$ cat src/rtl/wb_regfile_pkg.sv
// rtl/wb_regfile_pkg.sv - shared widths, link register and write-back source enum
package wb_regfile_pkg;

    localparam int DATA_W   = 32;
    localparam int NREG     = 32;
    localparam int ADDR_W   = $clog2(NREG);
    localparam int LINK_REG = 31;

    typedef enum logic [1:0] {
        SRC_ALU  = 2'd0,
        SRC_MEM  = 2'd1,
        SRC_LINK = 2'd2
    } wb_src_e;

endpackage

$ cat src/rtl/wb_regfile_if.sv
// rtl/wb_regfile_if.sv - MEM/WB inputs, ID read ports and forwarding export
interface wb_regfile_if;
    import wb_regfile_pkg::*;

    logic              I_WB_RegWrite;
    logic              I_WB_MemtoReg;
    logic [DATA_W-1:0] I_ReDat_Mem;
    logic [DATA_W-1:0] I_ALU_Res;
    logic [ADDR_W-1:0] I_Addr_Reg_Wri;
    logic              I_Jump;
    logic [DATA_W-1:0] I_Ins32_J;
    logic [ADDR_W-1:0] I_Addr_Rs;
    logic [ADDR_W-1:0] I_Addr_Rt;
    logic [DATA_W-1:0] O_Dat_Rs;
    logic [DATA_W-1:0] O_Dat_Rt;
    logic              O_WB_En;
    logic [ADDR_W-1:0] O_WB_Addr;
    logic [DATA_W-1:0] O_WB_Data;
    logic [31:0]       O_Wr_Count;

    modport master (
        output I_WB_RegWrite, I_WB_MemtoReg, I_ReDat_Mem, I_ALU_Res, I_Addr_Reg_Wri,
               I_Jump, I_Ins32_J, I_Addr_Rs, I_Addr_Rt,
        input  O_Dat_Rs, O_Dat_Rt, O_WB_En, O_WB_Addr, O_WB_Data, O_Wr_Count
    );

    modport slave (
        input  I_WB_RegWrite, I_WB_MemtoReg, I_ReDat_Mem, I_ALU_Res, I_Addr_Reg_Wri,
               I_Jump, I_Ins32_J, I_Addr_Rs, I_Addr_Rt,
        output O_Dat_Rs, O_Dat_Rt, O_WB_En, O_WB_Addr, O_WB_Data, O_Wr_Count
    );

endinterface

$ cat src/rtl/wb_regfile_core.sv
// rtl/wb_regfile_core.sv - register array with sync reset, one write and two read ports, r0 hardwired
module regfile_core #(
    parameter int DATA_W = 32,
    parameter int NREG   = 32,
    localparam int AW    = $clog2(NREG)
) (
    input  logic              clk,
    input  logic              rst,
    input  logic              we,
    input  logic [AW-1:0]     waddr,
    input  logic [DATA_W-1:0] wdata,
    input  logic [AW-1:0]     raddr_a,
    input  logic [AW-1:0]     raddr_b,
    output logic [DATA_W-1:0] rdata_a,
    output logic [DATA_W-1:0] rdata_b
);

    logic [DATA_W-1:0] regs [NREG];

    // Reset wins over a write presented in the same cycle
    always_ff @(posedge clk) begin
        if (rst) begin
            for (int i = 0; i < NREG; i++) begin
                regs[i] <= '0;
            end
        end else if (we && (waddr != '0)) begin
            regs[waddr] <= wdata;
        end
    end

    assign rdata_a = (raddr_a == '0) ? '0 : regs[raddr_a];
    assign rdata_b = (raddr_b == '0) ? '0 : regs[raddr_b];

endmodule

$ cat src/rtl/wb_regfile.sv
// rtl/wb_regfile.sv - write-back select, register file, forwarding export; WB_BYPASS_EN enables write-first reads
module wb_regfile
    import wb_regfile_pkg::*;
#(
    parameter int DATA_W   = wb_regfile_pkg::DATA_W,
    parameter int NREG     = wb_regfile_pkg::NREG,
    parameter int LINK_REG = wb_regfile_pkg::LINK_REG
) (
    input  logic         clk,
    input  logic         rst,
    wb_regfile_if.slave  bus
);

    localparam int AW = $clog2(NREG);

    wb_src_e           src;
    logic              want_wr;
    logic              wb_en;
    logic [AW-1:0]     wb_addr;
    logic [DATA_W-1:0] wb_data;
    logic [DATA_W-1:0] core_rs;
    logic [DATA_W-1:0] core_rt;
    logic [31:0]       wr_count;

    // Jump-and-link outranks a normal write and ignores RegWrite
    always_comb begin
        src     = SRC_ALU;
        want_wr = 1'b0;
        if (bus.I_Jump) begin
            src     = SRC_LINK;
            want_wr = 1'b1;
        end else if (bus.I_WB_RegWrite) begin
            src     = bus.I_WB_MemtoReg ? SRC_MEM : SRC_ALU;
            want_wr = 1'b1;
        end
    end

    always_comb begin
        wb_addr = (src == SRC_LINK) ? AW'(LINK_REG) : bus.I_Addr_Reg_Wri;
        case (src)
            SRC_MEM:  wb_data = bus.I_ReDat_Mem;
            SRC_LINK: wb_data = bus.I_Ins32_J;
            default:  wb_data = bus.I_ALU_Res;
        endcase
        wb_en = want_wr && (wb_addr != '0);
    end

    regfile_core #(
        .DATA_W (DATA_W),
        .NREG   (NREG)
    ) u_core (
        .clk     (clk),
        .rst     (rst),
        .we      (wb_en),
        .waddr   (wb_addr),
        .wdata   (wb_data),
        .raddr_a (bus.I_Addr_Rs),
        .raddr_b (bus.I_Addr_Rt),
        .rdata_a (core_rs),
        .rdata_b (core_rt)
    );

`ifdef WB_BYPASS_EN
    // wb_en already excludes r0; bypass is held off while the array is being cleared
    always_comb begin
        bus.O_Dat_Rs = (!rst && wb_en && (bus.I_Addr_Rs == wb_addr)) ? wb_data : core_rs;
        bus.O_Dat_Rt = (!rst && wb_en && (bus.I_Addr_Rt == wb_addr)) ? wb_data : core_rt;
    end
`else
    assign bus.O_Dat_Rs = core_rs;
    assign bus.O_Dat_Rt = core_rt;
`endif

    always_ff @(posedge clk) begin
        if (rst) begin
            wr_count <= '0;
        end else if (wb_en) begin
            wr_count <= wr_count + 32'd1;
        end
    end

    assign bus.O_WB_En    = wb_en;
    assign bus.O_WB_Addr  = wb_addr;
    assign bus.O_WB_Data  = wb_data;
    assign bus.O_Wr_Count = wr_count;

endmodule
$ cat src/flat_wrapper.sv
// flat-port wrapper written by rule: the top's interface ports become plain ports
module wb_regfile_flat import wb_regfile_pkg::*;
#(
    parameter int DATA_W   = wb_regfile_pkg::DATA_W,
    parameter int NREG     = wb_regfile_pkg::NREG,
    parameter int LINK_REG = wb_regfile_pkg::LINK_REG
)
  (clk, rst, bus_I_WB_RegWrite, bus_I_WB_MemtoReg, bus_I_ReDat_Mem, bus_I_ALU_Res, bus_I_Addr_Reg_Wri, bus_I_Jump, bus_I_Ins32_J, bus_I_Addr_Rs, bus_I_Addr_Rt, bus_O_Dat_Rs, bus_O_Dat_Rt, bus_O_WB_En, bus_O_WB_Addr, bus_O_WB_Data, bus_O_Wr_Count);
  wb_regfile_if bus_i ();
  input  logic clk;
  input  logic rst;
  input wire logic [$bits(bus_i.I_WB_RegWrite)-1:0] bus_I_WB_RegWrite;
  input wire logic [$bits(bus_i.I_WB_MemtoReg)-1:0] bus_I_WB_MemtoReg;
  input wire logic [$bits(bus_i.I_ReDat_Mem)-1:0] bus_I_ReDat_Mem;
  input wire logic [$bits(bus_i.I_ALU_Res)-1:0] bus_I_ALU_Res;
  input wire logic [$bits(bus_i.I_Addr_Reg_Wri)-1:0] bus_I_Addr_Reg_Wri;
  input wire logic [$bits(bus_i.I_Jump)-1:0] bus_I_Jump;
  input wire logic [$bits(bus_i.I_Ins32_J)-1:0] bus_I_Ins32_J;
  input wire logic [$bits(bus_i.I_Addr_Rs)-1:0] bus_I_Addr_Rs;
  input wire logic [$bits(bus_i.I_Addr_Rt)-1:0] bus_I_Addr_Rt;
  output wire logic [$bits(bus_i.O_Dat_Rs)-1:0] bus_O_Dat_Rs;
  output wire logic [$bits(bus_i.O_Dat_Rt)-1:0] bus_O_Dat_Rt;
  output wire logic [$bits(bus_i.O_WB_En)-1:0] bus_O_WB_En;
  output wire logic [$bits(bus_i.O_WB_Addr)-1:0] bus_O_WB_Addr;
  output wire logic [$bits(bus_i.O_WB_Data)-1:0] bus_O_WB_Data;
  output wire logic [$bits(bus_i.O_Wr_Count)-1:0] bus_O_Wr_Count;
  assign bus_i.I_WB_RegWrite = bus_I_WB_RegWrite;
  assign bus_i.I_WB_MemtoReg = bus_I_WB_MemtoReg;
  assign bus_i.I_ReDat_Mem = bus_I_ReDat_Mem;
  assign bus_i.I_ALU_Res = bus_I_ALU_Res;
  assign bus_i.I_Addr_Reg_Wri = bus_I_Addr_Reg_Wri;
  assign bus_i.I_Jump = bus_I_Jump;
  assign bus_i.I_Ins32_J = bus_I_Ins32_J;
  assign bus_i.I_Addr_Rs = bus_I_Addr_Rs;
  assign bus_i.I_Addr_Rt = bus_I_Addr_Rt;
  assign bus_O_Dat_Rs = bus_i.O_Dat_Rs;
  assign bus_O_Dat_Rt = bus_i.O_Dat_Rt;
  assign bus_O_WB_En = bus_i.O_WB_En;
  assign bus_O_WB_Addr = bus_i.O_WB_Addr;
  assign bus_O_WB_Data = bus_i.O_WB_Data;
  assign bus_O_Wr_Count = bus_i.O_Wr_Count;
  wb_regfile #(.DATA_W(DATA_W), .NREG(NREG), .LINK_REG(LINK_REG)) u_core (.clk(clk), .rst(rst), .bus(bus_i));
endmodule
$ cat config.mk
export PLATFORM = sky130hd
export DESIGN_NAME = wb_regfile_flat
export DESIGN_NICKNAME = d
export VERILOG_FILES = /design/src/rtl/wb_regfile_pkg.sv /design/src/rtl/wb_regfile_if.sv /design/src/rtl/wb_regfile_core.sv /design/src/rtl/wb_regfile.sv /design/src/flat_wrapper.sv
export SDC_FILE = /design/constraint.sdc
export NUM_CORES = 2
export LEC_CHECK = 0
export CAP_MARGIN = 40
export CORE_MARGIN = 2
export CORE_UTILIZATION = 60
export CTS_CLUSTER_DIAMETER = 80
export DETAILED_ROUTE_END_ITERATION = 8
export DONT_BUFFER_PORTS = 1
export HOLD_SLACK_MARGIN = 0.06
export PLACE_DENSITY = 0.76
export SLEW_MARGIN = 20
export SYNTH_ARGS = -nofsm -noshare
export SYNTH_HDL_FRONTEND = slang
export SYNTH_SLANG_ARGS = --single-unit
export TNS_END_PERCENT = 20
$ cat constraint.sdc
create_clock -name clk -period 6.8 [get_ports clk]
set_clock_uncertainty 0.1 [all_clocks]
set_input_delay 1.7 -clock clk [delete_from_list [all_inputs] [get_ports clk]]
set_output_delay 1.7 -clock clk [all_outputs]
set_load 0.005 [all_outputs]
### Word level (Yosys, flattened, before mapping)

Memories as Yosys holds them, arrays and structs flattened.
Index checks and enable logic that the tools add are counted.
Widths: inputs -> output; s select.

| storage, ports and cells | value |
|---|---|
| flip-flop bits (word level) | 32 |
| latch bits | 0 |
| RAM bits | 1024 |
| ROM bits | 0 |
| bits of input ports | 116 |
| word-level logic and storage cells | 28 |
| memories kept | 1 |

Memory list:

| memory | depth | bits a word | read ports | clocked after memory_dff | wr ports | line | source |
|---|---|---|---|---|---|---|---|
| u_core.u_core.regs | 32 | 32 | 2 | 0 | 32 | wb_regfile_core.sv:18 | `logic [DATA_W-1:0] regs [NREG];` |

| operators by class | value |
|---|---|
| add/subtract/negate cells | 1 |
| $mul | 0 |
| divide/modulo/power cells | 0 |
| order comparisons | 0 |
| eq/ne operators | 2 |
| shift-type cells | 0 |
| multiplexer cells | 17 |
| bitwise operators | 0 |
| reduce and logical (&&, ||, !) cells | 6 |

Operators with widths:

| cell | number |
|---|---|
| $mux 32 | 3 |
| $pmux 32 s2 | 1 |
| $add 32x1->32 const B | 1 |
| $reduce_or 32->1 | 1 |
| $logic_not 5->1 | 2 |
| $mux 1 | 10 |
| $mux 5 | 2 |
| $reduce_bool 5->1 | 1 |
| $eq 2x1->1 const B | 1 |
| $eq 2x2->1 const B | 1 |
| $logic_and 1x1->1 | 2 |
| $mux 2 | 1 |

### Longest topological paths before layout

| logic depth | value |
|---|---|
| depth in word-level cells | 13 |
| depth in mapped cells | 7 |
| depth with buffers taken out | 5 |

### Cells and area by module

A second synthesis with hierarchy kept.

| second synthesis, totals | value |
|---|---|
| cell total of the unflattened synthesis | 3798 |
| area total of the unflattened synthesis | 56486.7 um2 |

Modules (own cells, without submodules):

| module | instances | cells each | area each (um2) | seq. area each (um2) |
|---|---|---|---|---|
| regfile_core | 1 | 3502 | 54253.3 | 30749.5 |
| wb_regfile | 1 | 296 | 2233.4 | 640.6 |

### Worst setup path before layout

Ideal clock, no wire load.

| timing | value |
|---|---|
| path kind | in2out |
| start | input bus_I_Addr_Rt[1] |
| end | output bus_O_Dat_Rt[1] |
| arrival time | 3.114 ns |
| data required time | 5.000 ns |
| path slack | 1.886 ns |
| stages on the path | 6 |
| cells stage by stage | buf_2 buf_2 mux4_2 mux2_2 o21ai_0 a311oi_1 |

| on the way | value |
|---|---|
| cells in the longest elaborated chain, start to end | 2 |

Ends and longest elaborated chain:

| what | line | source |
|---|---|---|
| start, declared | flat_wrapper.sv:20 | `input wire logic [$bits(bus_i.I_Addr_Rt)-1:0] bus_I_Addr_Rt;` |
| $mem_v2 32x32 / $logic_not 5->1 (equally long branches) | n/a |  |
| $mux 32 * | wb_regfile_core.sv:32 | `assign rdata_b = (raddr_b == '0) ? '0 : regs[raddr_b];` |
| end, declared | flat_wrapper.sv:22 | `output wire logic [$bits(bus_i.O_Dat_Rt)-1:0] bus_O_Dat_Rt;` |

Every way passes the cells marked *; elsewhere a longest branch is shown, timed or not.

### Worst setup path after layout

| timing | value |
|---|---|
| start | input bus_I_Addr_Rs[2] |
| end | output bus_O_Dat_Rs[15] |

| on the way | value |
|---|---|
| cells in the longest elaborated chain, start to end | 2 |

Ends and longest elaborated chain:

| what | line | source |
|---|---|---|
| start, declared | flat_wrapper.sv:19 | `input wire logic [$bits(bus_i.I_Addr_Rs)-1:0] bus_I_Addr_Rs;` |
| $mem_v2 32x32 / $logic_not 5->1 (equally long branches) | n/a |  |
| $mux 32 * | wb_regfile_core.sv:31 | `assign rdata_a = (raddr_a == '0) ? '0 : regs[raddr_a];` |
| end, declared | flat_wrapper.sv:21 | `output wire logic [$bits(bus_i.O_Dat_Rs)-1:0] bus_O_Dat_Rs;` |

Marked as above.

==> results.toml <==
[power_and_ir_drop]
share_clk_of_total_power_pct = 38.1
power_w = 0.0153
worst_ir_drop_vdd_mv = 0.208
intPower_w = 0.0116
switchingPower_w = 0.00368
cellLeakagePower_nw = 20.4
power.density_nw_per_um2 = 255
power_frac_seq_pct = 50.3
switching_fraction_of_total_power_pct = 24.1
power.share.combinational_pct = 11.6

[drt]
drt-pass1-iter-count = 8
route.detailed.wl_per_inst_um = 33.6
routed_wl_um = 171000
drt-vias-per-instance = 7.34
drtIter0Drc = 6396
vias = 37500
detail_route.drc_violations = 0
drtAntennaViolNets = 0

[layout]
antenna-diode-count = 0
drive_gt1_share_pct = 23.9
mostFrequentLayoutCell = "sky130_fd_sc_hd__edfxtp_1"
layout-area-overhead-vs-synth_pct = 9.45
layout_common_cells = "1024 x sky130_fd_sc_hd__edfxtp_1, 1005 x sky130_fd_sc_hd__nor2_1, 448 x sky130_fd_sc_hd__mux4_2"
nets = 3958

[cts]
cts_root_buffer = "sky130_fd_sc_hd__clkbuf_16"
tritoncts = "built"
cts.path.max_buffers = 3
cts.clk_slew.worst_paths_ns = 0.06
clock_sinks = 1056
cts_setup_buffers = 0
clk-insertion-delay-late_ns = 0.69
ctsHoldBuffers = 0
cts-resized-gates = 0
tritoncts_buffers = 108
cts_max_level = 3

[synth]
post_synth_num_cell_types = 50
post_synth_instance_area_sq_um = 54600
yosys_warnings = 0
part_of_the_yosys_area_used_for_sequential_elements_pct = 57.5
post_synth_inst_count = 3953
synth_compound_area_share_pct = 5.34
number_of_synthesized_flops_with_an_enable_pin = 1024
synth-main-ff-cell = "sky130_fd_sc_hd__edfxtp_1"
post_synth_mux_area_share_pct = 23.4
synth_simple_gate_area_share_pct = 9.98
avgSynthCellArea_sq_um = 13.8
synth_fa_ha_area_share_pct = 0.0229
synth_area_in_xor_xnor_pct = 0.0481
total_of_flip_flops_plus_latches_after_synthesis = 1056
synth_top_family_by_area = "multiplexers"
postSynth.asyncResetShare_pct = 0

[die]
die_area_sq_um = 93400
start_util_pct = 60.6
placeableCoreArea_sq_um = 90100
die_h_um = 306
io_pins = 250
die-width_um = 306
core.rowCount = 110

[critical_path]
crit_type = "in2out"
setup.worst_path.end_class = "output port"
required_time_of_the_worst_setup_path_ns = 5.00
worst_setup_path_start_kind = "input pin"
cp_data_arrival_time_ns = 4.12
worstPathMaxFanout = 289

[timing]
max_transition_viols_final = 0
grt_setup_unrepaired = "no"
finalHoldWorstSlack_ns = 0.423
finalWorstSetupSlack_ns = 0.882
total_neg_setup_slack_ns = 0
finalWorstPathRequiredPeriod_ns = 5.92
fin_crit_sh_pct = 87.0
max-slew-margin-rel_pct = 29.5
worst-slew-pin-transition_ns = 1.05
report.final.hold_viol_count = 0
timing.fmax_mhz = 169
setup_viol = 0

[outcome]
run_status = "complete, no violations"

[global_route]
antenna_found_initial = 2
grt_pass1_vias = 36900
pin_count_of_the_biggest_net_entering_global_routing = 290
global_route_wire_length_before_repair_um = 247000
global_route.usage.total_pct = 36.5
overflow = 0

[placed_design]
dp.final_hpwl_um = 103000
preCtsSetupSlack_ns = 0.990
gp_routability_congestion = 1.00
port_buffers = 0

[flow_run]
max-cap-violations = 0

[min_path]
min_path_type = "reg2reg"
-- cells in the mapped netlist, types with 3 or more instances --
master	number	share of area, %
sky130_fd_sc_hd__edfxtp_1	1024	56
sky130_fd_sc_hd__nor2_1	1011	7.0
sky130_fd_sc_hd__mux4_2	448	18
sky130_fd_sc_hd__clkbuf_1	207	1.4
sky130_fd_sc_hd__buf_2	192	1.8
sky130_fd_sc_hd__mux2i_1	160	2.9
sky130_fd_sc_hd__nand2_1	137	0.94
sky130_fd_sc_hd__mux2_2	96	2.0
sky130_fd_sc_hd__o21ai_0	90	0.83
sky130_fd_sc_hd__nor2b_1	69	0.79
sky130_fd_sc_hd__a211oi_1	64	0.88
sky130_fd_sc_hd__a22oi_1	64	0.88
sky130_fd_sc_hd__a311oi_1	64	1.0
sky130_fd_sc_hd__o2111ai_1	50	0.80
sky130_fd_sc_hd__inv_1	42	0.29
sky130_fd_sc_hd__nand2b_1	37	0.42
sky130_fd_sc_hd__dfxtp_1	32	1.2
sky130_fd_sc_hd__a21oi_1	28	0.26
sky130_fd_sc_hd__or4_1	18	0.25
sky130_fd_sc_hd__a221oi_1	16	0.26
sky130_fd_sc_hd__o31ai_1	15	0.21
sky130_fd_sc_hd__or3_1	12	0.14
sky130_fd_sc_hd__buf_4	11	0.15
sky130_fd_sc_hd__nand3_1	9	0.082
sky130_fd_sc_hd__buf_1	7	0.048
sky130_fd_sc_hd__nand4_1	7	0.080
sky130_fd_sc_hd__or2_2	7	0.080
sky130_fd_sc_hd__and2_1	5	0.057
sky130_fd_sc_hd__and4_1	5	0.080
sky130_fd_sc_hd__o21ai_1	3	0.027
-- final timing paths --
path,from,endpoint,slack [ns],cells past startpoint
worst min register to register,u_core.bus.O_Wr_Count[26],u_core.bus.O_Wr_Count[26],0.42,2
worst max-delay path,bus_I_Addr_Rs[2],bus_O_Dat_Rs[15],0.88,5
worst min-delay path,u_core.bus.O_Wr_Count[26],u_core.bus.O_Wr_Count[26],0.42,2
worst max register to register,u_core.bus.O_Wr_Count[4],u_core.bus.O_Wr_Count[26],4.30,5
-- worst max-delay path: stages --
cell	delay, ns
sky130_fd_sc_hd__or4_1	0.61
sky130_fd_sc_hd__o21ai_0	0.21
sky130_fd_sc_hd__a311oi_1	0.84
sky130_fd_sc_hd__buf_4	0.24
sky130_fd_sc_hd__buf_4	0.10
-- stage by stage --
stage,area [sq um],utilization (%),cells
after floorplan,54700,-,3984
after global placement,55900,62.0,4884
after detailed placement,56300,62.4,4899
after CTS,59700,66.2,5098
after global routing,59800,66.3,5106
final,59800,66.3,5106
-- cell type report --
| class | instances | area, sq um |
|---|---|---|
| Clock inverter | 60 | 458 |
| Tap cell | 1176 | 1470 |
| Multi-Input combinational cell | 2468 | 21800 |
| Fill cell | 6110 | 30400 |
| Inverter | 42 | 160 |
| Timing Repair Buffer | 165 | 1490 |
| Sequential cell | 1056 | 31400 |
| Clock buffer | 139 | 2950 |
-- logic make-up after synthesis --
group	count (synthesis)
buf+inv	460
xor+xnor	3
mux	705
simple gates	1325
fa+ha+maj	1
other cells	1
compound gates	402
flops	1056
-- routing by layer --
metal	vias up	track usage [%]	share of wire [%]
li1	14900	-	-
met1	18600	47.5	33
met2	3309	56.4	47
met3	616	8.45	14
met4	2	22.3	7.2
met5	-	0	0.0070
-- registers in the layout (all words and copies together) (netlist names) --
name and cells:
u_core.u_core.regs 1024, u_core.bus.O_Wr_Count 32
-- power groups by stage --
stage               logic [W]  clock network (W)  registers [W]
finish                0.00178            0.00581        0.00767
global route          0.00180            0.00603        0.00770
CTS                   0.00171            0.00580        0.00766
detailed placement    0.00171                  0        0.00779
global placement      0.00167                  0        0.00776
floorplan             0.00124                  0        0.00772
Note: power is estimated with default switching activity, not from simulation.
